File: src/rtl/rs_bank.sv
// Reservation-station bank: dispatch into free entries, CDB wakeup with bypass,
// and oldest-ready select into a single registered issue slot.
module rs_bank #(
  parameter int DEPTH = 4,
  parameter int NSRC  = 2,
  parameter int TAGW  = 4,
  parameter int DATAW = 8
) (
  input  logic                    clk,
  input  logic                    rst,
  input  logic                    disp_valid,
  output logic                    disp_ready,
  input  logic [DATAW-1:0]        disp_operand,
  input  logic [DATAW-1:0]        disp_wbs,
  input  logic [DATAW-1:0]        disp_flag,
  input  logic [DATAW-1:0]        disp_robid,
  input  logic [NSRC*TAGW-1:0]    disp_srctag,
  input  logic [NSRC-1:0]         disp_srcrdy,
  input  logic [NSRC*DATAW-1:0]   disp_srcval,
  input  logic                    cdb_valid,
  input  logic [TAGW-1:0]         cdb_tag,
  input  logic [DATAW-1:0]        cdb_val,
  output logic                    iss_valid,
  input  logic                    iss_ready,
  output logic [DATAW-1:0]        iss_operand,
  output logic [DATAW-1:0]        iss_wbs,
  output logic [DATAW-1:0]        iss_flag,
  output logic [DATAW-1:0]        iss_robid,
  output logic [NSRC*DATAW-1:0]   iss_srcval,
  input  logic                    flush,
  output logic [$clog2(DEPTH):0]  occupancy
);

  localparam int IDXW = $clog2(DEPTH);
  localparam int OCCW = $clog2(DEPTH) + 1;

  // Entry storage
  logic [DEPTH-1:0]  valid_q, valid_d;
  logic [DATAW-1:0]  op_q    [DEPTH];
  logic [DATAW-1:0]  op_d    [DEPTH];
  logic [DATAW-1:0]  wbs_q   [DEPTH];
  logic [DATAW-1:0]  wbs_d   [DEPTH];
  logic [DATAW-1:0]  flag_q  [DEPTH];
  logic [DATAW-1:0]  flag_d  [DEPTH];
  logic [DATAW-1:0]  robid_q [DEPTH];
  logic [DATAW-1:0]  robid_d [DEPTH];
  logic [NSRC-1:0]   rdy_q   [DEPTH];
  logic [NSRC-1:0]   rdy_d   [DEPTH];
  logic [TAGW-1:0]   tag_q   [DEPTH][NSRC];
  logic [TAGW-1:0]   tag_d   [DEPTH][NSRC];
  logic [DATAW-1:0]  val_q   [DEPTH][NSRC];
  logic [DATAW-1:0]  val_d   [DEPTH][NSRC];
  // older_q[i][j] set means entry i was dispatched before entry j
  logic [DEPTH-1:0]  older_q [DEPTH];
  logic [DEPTH-1:0]  older_d [DEPTH];

  // Issue register and occupancy
  logic                   iss_valid_q, iss_valid_d;
  logic [DATAW-1:0]       iss_operand_q, iss_operand_d;
  logic [DATAW-1:0]       iss_wbs_q, iss_wbs_d;
  logic [DATAW-1:0]       iss_flag_q, iss_flag_d;
  logic [DATAW-1:0]       iss_robid_q, iss_robid_d;
  logic [NSRC*DATAW-1:0]  iss_srcval_q, iss_srcval_d;
  logic [OCCW-1:0]        occ_q, occ_d;

  // Per-cycle decision signals
  logic              free_found;
  logic [IDXW-1:0]   free_idx;
  logic [DEPTH-1:0]  elig;
  logic [DEPTH-1:0]  blocked;
  logic              sel_found;
  logic [IDXW-1:0]   sel_idx;
  logic              load_en;
  logic              do_sel;
  logic              do_disp;

  assign disp_ready  = ~&valid_q;
  assign iss_valid   = iss_valid_q;
  assign iss_operand = iss_operand_q;
  assign iss_wbs     = iss_wbs_q;
  assign iss_flag    = iss_flag_q;
  assign iss_robid   = iss_robid_q;
  assign iss_srcval  = iss_srcval_q;
  assign occupancy   = occ_q;

  always_comb begin
    free_found = 1'b0;
    free_idx   = '0;
    for (int unsigned i = 0; i < DEPTH; i++) begin
      if (!valid_q[i] && !free_found) begin
        free_found = 1'b1;
        free_idx   = IDXW'(i);
      end
    end
  end

  // Eligibility uses start-of-cycle readiness; an eligible entry is blocked
  // if any other eligible entry is older.
  always_comb begin
    elig      = '0;
    blocked   = '0;
    sel_found = 1'b0;
    sel_idx   = '0;
    for (int unsigned i = 0; i < DEPTH; i++) begin
      elig[i] = valid_q[i] && (&rdy_q[i]);
    end
    for (int unsigned i = 0; i < DEPTH; i++) begin
      for (int unsigned j = 0; j < DEPTH; j++) begin
        if (j != i && elig[j] && older_q[j][i]) begin
          blocked[i] = 1'b1;
        end
      end
    end
    for (int unsigned i = 0; i < DEPTH; i++) begin
      if (elig[i] && !blocked[i] && !sel_found) begin
        sel_found = 1'b1;
        sel_idx   = IDXW'(i);
      end
    end
  end

  assign load_en = !iss_valid_q || iss_ready;
  assign do_sel  = load_en && sel_found && !flush;
  assign do_disp = disp_valid && free_found && !flush;

  always_comb begin
    valid_d       = valid_q;
    op_d          = op_q;
    wbs_d         = wbs_q;
    flag_d        = flag_q;
    robid_d       = robid_q;
    rdy_d         = rdy_q;
    tag_d         = tag_q;
    val_d         = val_q;
    older_d       = older_q;
    iss_valid_d   = iss_valid_q;
    iss_operand_d = iss_operand_q;
    iss_wbs_d     = iss_wbs_q;
    iss_flag_d    = iss_flag_q;
    iss_robid_d   = iss_robid_q;
    iss_srcval_d  = iss_srcval_q;
    occ_d         = occ_q;

    if (flush) begin
      valid_d       = '0;
      iss_valid_d   = 1'b0;
      iss_operand_d = '0;
      iss_wbs_d     = '0;
      iss_flag_d    = '0;
      iss_robid_d   = '0;
      iss_srcval_d  = '0;
      occ_d         = '0;
      for (int unsigned i = 0; i < DEPTH; i++) begin
        older_d[i] = '0;
      end
    end else begin
      // Wakeup of resident entries
      if (cdb_valid) begin
        for (int unsigned i = 0; i < DEPTH; i++) begin
          for (int unsigned s = 0; s < NSRC; s++) begin
            if (valid_q[i] && !rdy_q[i][s] && tag_q[i][s] == cdb_tag) begin
              rdy_d[i][s] = 1'b1;
              val_d[i][s] = cdb_val;
            end
          end
        end
      end

      // Select into the issue register
      if (load_en) begin
        iss_valid_d = sel_found;
        if (sel_found) begin
          iss_operand_d = op_q[sel_idx];
          iss_wbs_d     = wbs_q[sel_idx];
          iss_flag_d    = flag_q[sel_idx];
          iss_robid_d   = robid_q[sel_idx];
          for (int unsigned s = 0; s < NSRC; s++) begin
            iss_srcval_d[s*DATAW +: DATAW] = val_q[sel_idx][s];
          end
        end else begin
          iss_operand_d = '0;
          iss_wbs_d     = '0;
          iss_flag_d    = '0;
          iss_robid_d   = '0;
          iss_srcval_d  = '0;
        end
      end
      if (do_sel) begin
        valid_d[sel_idx] = 1'b0;
      end

      // Dispatch into the lowest free slot; it becomes younger than everyone
      if (do_disp) begin
        valid_d[free_idx] = 1'b1;
        op_d[free_idx]    = disp_operand;
        wbs_d[free_idx]   = disp_wbs;
        flag_d[free_idx]  = disp_flag;
        robid_d[free_idx] = disp_robid;
        older_d[free_idx] = '0;
        for (int unsigned j = 0; j < DEPTH; j++) begin
          if (IDXW'(j) != free_idx) begin
            older_d[j][free_idx] = 1'b1;
          end
        end
        for (int unsigned s = 0; s < NSRC; s++) begin
          tag_d[free_idx][s] = disp_srctag[s*TAGW +: TAGW];
          if (disp_srcrdy[s]) begin
            rdy_d[free_idx][s] = 1'b1;
            val_d[free_idx][s] = disp_srcval[s*DATAW +: DATAW];
          end else if (cdb_valid && disp_srctag[s*TAGW +: TAGW] == cdb_tag) begin
            rdy_d[free_idx][s] = 1'b1;
            val_d[free_idx][s] = cdb_val;
          end else begin
            rdy_d[free_idx][s] = 1'b0;
            val_d[free_idx][s] = '0;
          end
        end
      end

      occ_d = occ_q + OCCW'(do_disp) - OCCW'(do_sel);
    end
  end

  always_ff @(posedge clk or negedge rst) begin
    if (!rst) begin
      valid_q       <= '0;
      iss_valid_q   <= 1'b0;
      iss_operand_q <= '0;
      iss_wbs_q     <= '0;
      iss_flag_q    <= '0;
      iss_robid_q   <= '0;
      iss_srcval_q  <= '0;
      occ_q         <= '0;
      for (int unsigned i = 0; i < DEPTH; i++) begin
        op_q[i]    <= '0;
        wbs_q[i]   <= '0;
        flag_q[i]  <= '0;
        robid_q[i] <= '0;
        rdy_q[i]   <= '0;
        older_q[i] <= '0;
        for (int unsigned s = 0; s < NSRC; s++) begin
          tag_q[i][s] <= '0;
          val_q[i][s] <= '0;
        end
      end
    end else begin
      valid_q       <= valid_d;
      op_q          <= op_d;
      wbs_q         <= wbs_d;
      flag_q        <= flag_d;
      robid_q       <= robid_d;
      rdy_q         <= rdy_d;
      tag_q         <= tag_d;
      val_q         <= val_d;
      older_q       <= older_d;
      iss_valid_q   <= iss_valid_d;
      iss_operand_q <= iss_operand_d;
      iss_wbs_q     <= iss_wbs_d;
      iss_flag_q    <= iss_flag_d;
      iss_robid_q   <= iss_robid_d;
      iss_srcval_q  <= iss_srcval_d;
      occ_q         <= occ_d;
    end
  end

endmodule

File: config.mk
export PLATFORM = sky130hd
export DESIGN_NAME = rs_bank
export DESIGN_NICKNAME = d
export VERILOG_FILES = /design/src/rtl/rs_bank.sv
export SDC_FILE = /design/constraint.sdc
export NUM_CORES = 1
export LEC_CHECK = 0
export ABC_AREA = 1
export CELL_PAD_IN_SITES_DETAIL_PLACEMENT = 1
export CELL_PAD_IN_SITES_GLOBAL_PLACEMENT = 1
export CORE_MARGIN = 2
export CORE_UTILIZATION = 48
export CTS_BUF_LIST = sky130_fd_sc_hd__clkbuf_4
export DETAILED_ROUTE_END_ITERATION = 10
export PLACE_DENSITY_LB_ADDON = 0.15
export SLEW_MARGIN = 0
export SYNTH_ARGS = -nofsm -noshare
export SYNTH_HDL_FRONTEND = slang
export SYNTH_SLANG_ARGS = --single-unit
File: constraint.sdc
create_clock -name clk -period 6.85 [get_ports clk]
set_clock_uncertainty 0.15 [all_clocks]
set_input_delay 1.37 -clock clk [delete_from_list [all_inputs] [get_ports clk]]
set_output_delay 1.37 -clock clk [all_outputs]
set_load 0.01 [all_outputs]
=== Word-level counts from Yosys, hierarchy flattened ===
Cells that the tools add are included.

* Flip-flop bits (word level): 304
* Bits of input ports: 76
* Output and inout bits: 53
* Logic and storage cells: 309

* Add/subtract/negate cells: 2
* Magnitude comparators: 7
* Eq/ne operators: 13
* Muxes and demuxes: 133
* Bitwise operators: 22
* Reductions and logical operators: 84

{| class="wikitable"
|+ Operator list
! kind !! count
|-
| two-way mux 64 bit || 9
|-
| two-way mux 8 bit || 40
|-
| bitwise mux 64 bit || 4
|-
| bitwise mux 32 bit || 6
|-
| bitwise AND 64 bit || 2
|-
| two-way mux 16 bit || 8
|-
| inverter 64 bit || 2
|-
| binary-select mux 8 bit (select 2 bit) || 4
|-
| demux 16 bit (select 2 bit) || 2
|-
| logical AND 1 bit || 51
|-
| demux 8 bit (select 2 bit) || 3
|-
| equality test 4 bit || 10
|-
| two-way mux 4 bit || 10
|-
| two-way mux 1 bit || 35
|-
| binary-select mux 16 bit (select 2 bit) || 1
|-
| zero test 1 bit || 23
|-
| OR 4 bit || 5
|-
| bitwise AND 16 bit || 1
|-
| bitwise AND 8 bit || 2
|-
| inverter 16 bit || 1
|-
| inverter 8 bit || 2
|-
| OR 8 bit || 2
|-
| two-way mux 2 bit || 5
|-
| AND reduction 2 bit || 5
|-
| 19 further kinds || 28
|}

=== Logic depth before layout (Yosys ltp) ===
* Word-level depth: 29
* Mapped depth: 17
* Gate-level depth less buffers: 16

=== Worst setup path before layout ===
Ideal clock, no wire load.

* Kind: input to register
* From: in flush
* To: reg occ_q[2] (netlist: occupancy[2])
* Library setup time: 131 ps
* Arrival: 3241 ps
* Data required time: 6569 ps
* Setup slack: 3328 ps
* Cell stages on the path: 13
* Buffers on the path: 2
* Path through: clkbuf_1 inv_2 nand3_1 nand3_2 inv_2 buf_2 ha_1 inv_1 ha_1 inv_1 fa_1 xor2_1 nor2_1

* Cells in the longest elaborated chain, start to end: 5
* Elaborated cells between the ends (all ways): 6
* Classes of those cells: add/sub: 2; mux: 1; reduce/logical: 3

{| class="wikitable"
|+ RTL lines
! item !! RTL line !! source
|-
| start, declared || 30 || <nowiki>input logic flush,</nowiki>
|-
| zero test 1 bit || 123, 124 ||
|-
| logical AND 1 bit || 124 || <nowiki>assign do_disp = disp_valid && free_found && !flush;</nowiki>
|-
| adder 3 x 1 -> 3 bit || 220 || <nowiki>occ_d = occ_q + OCCW'(do_disp) - OCCW'(do_sel);</nowiki>
|-
| subtractor 3 x 1 -> 3 bit || 220 ||
|-
| two-way mux 3 bit (*) || 144 || <nowiki>if (flush) begin</nowiki>
|-
| via occ_d[2] || 64 || <nowiki>logic [OCCW-1:0] occ_q, occ_d;</nowiki>
|-
| end signal, assigned || 233 || <nowiki>occ_q <= '0;</nowiki>
|-
| end signal, assigned || 262 || <nowiki>occ_q <= occ_d;</nowiki>
|-
| end, declared || 64 ||
|}

Mark *: on every way through the listed nets, which the timed path passes. The rest lies on a longest branch.
A chain may end at the register's enable or synchronous reset.

=== Final worst setup path ===
* From: in disp_valid
* To: reg occ_q[2] (netlist: occupancy[2])

* Cells in the longest elaborated chain, start to end: 5

{| class="wikitable"
|+ RTL lines
! item !! RTL line !! source
|-
| start, declared || 11 || <nowiki>input logic disp_valid,</nowiki>
|-
| logical AND 1 bit (2 in a row) || 124 ||
|-
| adder 3 x 1 -> 3 bit || 220 ||
|-
| subtractor 3 x 1 -> 3 bit || 220 ||
|-
| two-way mux 3 bit || 144 ||
|-
| via occ_d[2] || 64 ||
|}

The timed path passes the listed nets, and every way through them passes these cells.

==> flow_summary_export.csv <==
group,metric,value,unit
placed_design,numPortBuffers,128,
run_status,status,"finished clean",
clock_tree,post_cts_buffers,0,
synth,synth.area.mux_share,0,%
clock_tree,cts-buffers-inserted,83,
grt,antenna_found_initial,2,
power,vdd_drop_max,0.000134,V
synth,synthFlopType,"dfrtp_1",
synth,synth_top_cells_by_count,"739 x nand2_1, 300 x dfrtp_1, 255 x o21ai_0, 223 x inv_1, 221 x nand3_1",
detailed_routing,drt_iter0_drc,1422,
die,start_util,48.6,%
timing,rsz0062_at_grt,"no",
power,seqPwrFrac,45.2,%
power,power,0.00512,W
grt,first_global_vias,16900,
power,power.leakage,9.45,nW
detailed_routing,vias,15900,
synth,yosys_warnings,0,
die,fp.coreArea,33400,um2
detailed_routing,ant_nets,0,
synth,synthTopCellsByArea,"dfrtp_1 46%, nand2_1 17%, o21ai_0 7.9%",
detailed_routing,drc,0,
grt,grt_usage,31.8,%
power,swShare,33.4,%
synth,synth-simple-area-share,31.6,%
die,die_h,188,um
timing,setup_viol,0,
die,fp-row-count,67,
synth,syn-cell-area,16200,um2
synth,syn_avg_cell_area,7.28,um2
die,io_pins,129,
clock_tree,clk_pin_slew,0.06,ns
grt,grt_pass1_wl,89400,um
synth,ys_ff_latch,300,
synth,synth_area_leader_cell,"dfrtp_1",
clock_tree,clk_path_buf_depth,3,
clock_tree,cts_resized,0,
timing,setup-tns-final,0,ns
clock_tree,clkLatencyLatePin,0.77,ns
power,switching_power,0.00171,W
grt,grt_start_max_net_pins,158,
synth,synth_cells,2227,
finish,fin_area,18700,um2
finish,drive_above_1_share,8.47,%
clock_tree,clkSinkCount,300,
placed_design,gp_congestion,0.886,
hold_path,hp-class,"reg -> reg",
setup_path,crit_required,7.31,ns
detailed_routing,routed_wl,54900,um
setup_path,cp-start-kind,"input pin",
synth,yosysUniqueCellTypes,38,
grt,overflow,0,
placed_design,hpwl,34400,um
clock_tree,root_buffer,"clkbuf_4",
finish,n_fill_cell,4379,
synth,yosys.area_share.adder,0.278,%
power,p_int,0.00340,W
die,dieArea,35300,um2
finish,areaGrowthSynthToFinish,15.5,%
synth,synth-xor-area-share,1.30,%
synth,syn-num-nets,2306,
setup_path,path_class,"in -> reg",
detailed_routing,vias_per_cell,5.60,
finish,nets,2403,
clock_tree,cts_hold_buf,0,
timing,worst_pin_slew,1.24,ns
timing,hold_viol,0,
setup_path,crit_arrival,4.26,ns
timing,slew_headroom,17.3,%
setup_path,worstPathMaxFanout,14,
timing,drv_slew,0,
timing,finalCritPeriodShare,55.5,%
die,die_w,188,um
synth,synth-edff-count,0,
synth,synth-seq-area-share,46.3,%
synth,post-synth-top-count-cell,"nand2_1",
placed_design,place_area,17600,um2
clock_tree,htree_levels,3,
synth,synth_top_area_share,46.3,%
detailed_routing,wire_per_inst,19.4,um
timing,period_minus_slack,3.80,ns
synth,synth_compound_area_share,11.2,%
clock_tree,tritoncts,"built",
timing,fmax,0.263,GHz
synth,async_flop_share,100,%
power,cellPowerDensity,273,nW/um2
synth,synth_top_family_by_area,"simple AND/OR/NAND/NOR gates",
run,cap_violations,0,
setup_path,end_kind,"flip-flop",
power,comb_power_share,21.6,%
detailed_routing,first_pass_iters,5,
power,p_clk_share,33.3,%
[registers in the layout, summed over array words and instances, names as in the netlist]
name	count
robid_q	32
tag_q	32
iss_flag	8
occupancy	3
rdy_q	8
val_q	64
iss_robid	8
op_q	32
flag_q	32
iss_wbs	8
iss_operand	8
iss_srcval	16
iss_valid	1
valid_q	4
older_q	12
wbs_q	32
[path summary, 6_finish.rpt]
kind	start	end	slack, ns	cells past startpoint
min in group asynchronous	rst	iss_srcval[9]	0.38	1
worst max register to register	valid_q[0]	val_q[40]	3.18	8
worst max-delay path	disp_valid	occupancy[2]	3.05	11
worst min register to register	iss_srcval[11]	iss_srcval[11]	0.33	2
worst min-delay path	iss_srcval[11]	iss_srcval[11]	0.33	2
max in group asynchronous	rst	iss_srcval[1]	4.67	2
[kinds of logic after synthesis]
logic type,count (synthesis)
buf+inv,374
simple gates,1186
compound gates,340
xor+xnor,24
flops,300
fa+ha+maj,3
[area by class of cell]
type                       count  area, um2  area share [%]
tap                          448        561            2.99
inverter                     241        906            4.84
clock buffer                 125        938            5.01
timing repair buffer         145       1420            7.59
antenna                        2       5.00          0.0267
clock inverter                22        148           0.789
multi-input combinational   1553       7230            38.6
sequential                   300       7510            40.1
[cells in the final DEF (no fill, tap or decap), types with 3 or more instances in the layout]
master,count
o211ai_1,15
clkbuf_4,125
nand4_1,61
nor4_4,5
a21oi_1,18
dfrtp_1,300
a31oi_1,19
nand3_1,221
nor2_2,6
inv_1,222
nand3_2,8
nor3_1,13
nor2_4,3
nand2_1,735
a21boi_0,8
o21ai_0,255
nand2_4,5
nor2_1,122
inv_2,16
o2111ai_1,3
xnor2_1,12
clkdlybuf4s50_1,126
o21ai_1,18
clkinv_1,19
xor2_1,12
buf_4,16
[layer usage]
layer / vias up / GRT usage (%) / part of all wire [%] / wire [um]
li1: 7383 / - / - / -
met1: 7870 / 40.5 / 42 / 23200
met2: 512 / 53.1 / 48 / 26400
met3: 119 / 6.42 / 6.6 / 3610
met4: 0 / 13.0 / 3.1 / 1710
met5: - / 0 / 0 / 0
[critical path, cell delays in order]
cell             delay [ns]
clkdlybuf4s50_1        0.55
nand2_2                0.12
nor2_2                 0.62
inv_2                  0.32
ha_1                   0.38
inv_1                  0.06
ha_1                   0.13
inv_1                  0.05
fa_1                   0.41
xor2_1                 0.17
nor2_1                 0.06
[stage by stage]
stage / instances / util (%) / setup WS, ns / hold slack, ns
6_report: 2836 / 56.1 / 3.05 / 0.325
4_1_cts: 2834 / 56.1 / 3.14 / 0.329
5_1_grt: 2836 / 56.1 / 2.79 / 0.346
2_1_floorplan: 2227 / - / 3.33 / 0.292
3_3_place_gp: 2687 / 52.8 / 2.43 / 0.306
3_5_place_dp: 2687 / 52.8 / 2.34 / 0.314
[power groups by stage]
| stage | logic [W] | registers, W | clock network, W |
|---|---|---|---|
| 5_1_grt | 0.00127 | 0.00235 | 0.00184 |
| 3_5_place_dp | 0.00109 | 0.00233 | 0 |
| 4_1_cts | 0.00111 | 0.00231 | 0.00174 |
| 2_1_floorplan | 0.000739 | 0.00228 | 0 |
| 6_report | 0.00110 | 0.00231 | 0.00170 |
| 3_3_place_gp | 0.00103 | 0.00231 | 0 |
No activity file was read; power rests on OpenSTA's default activity.
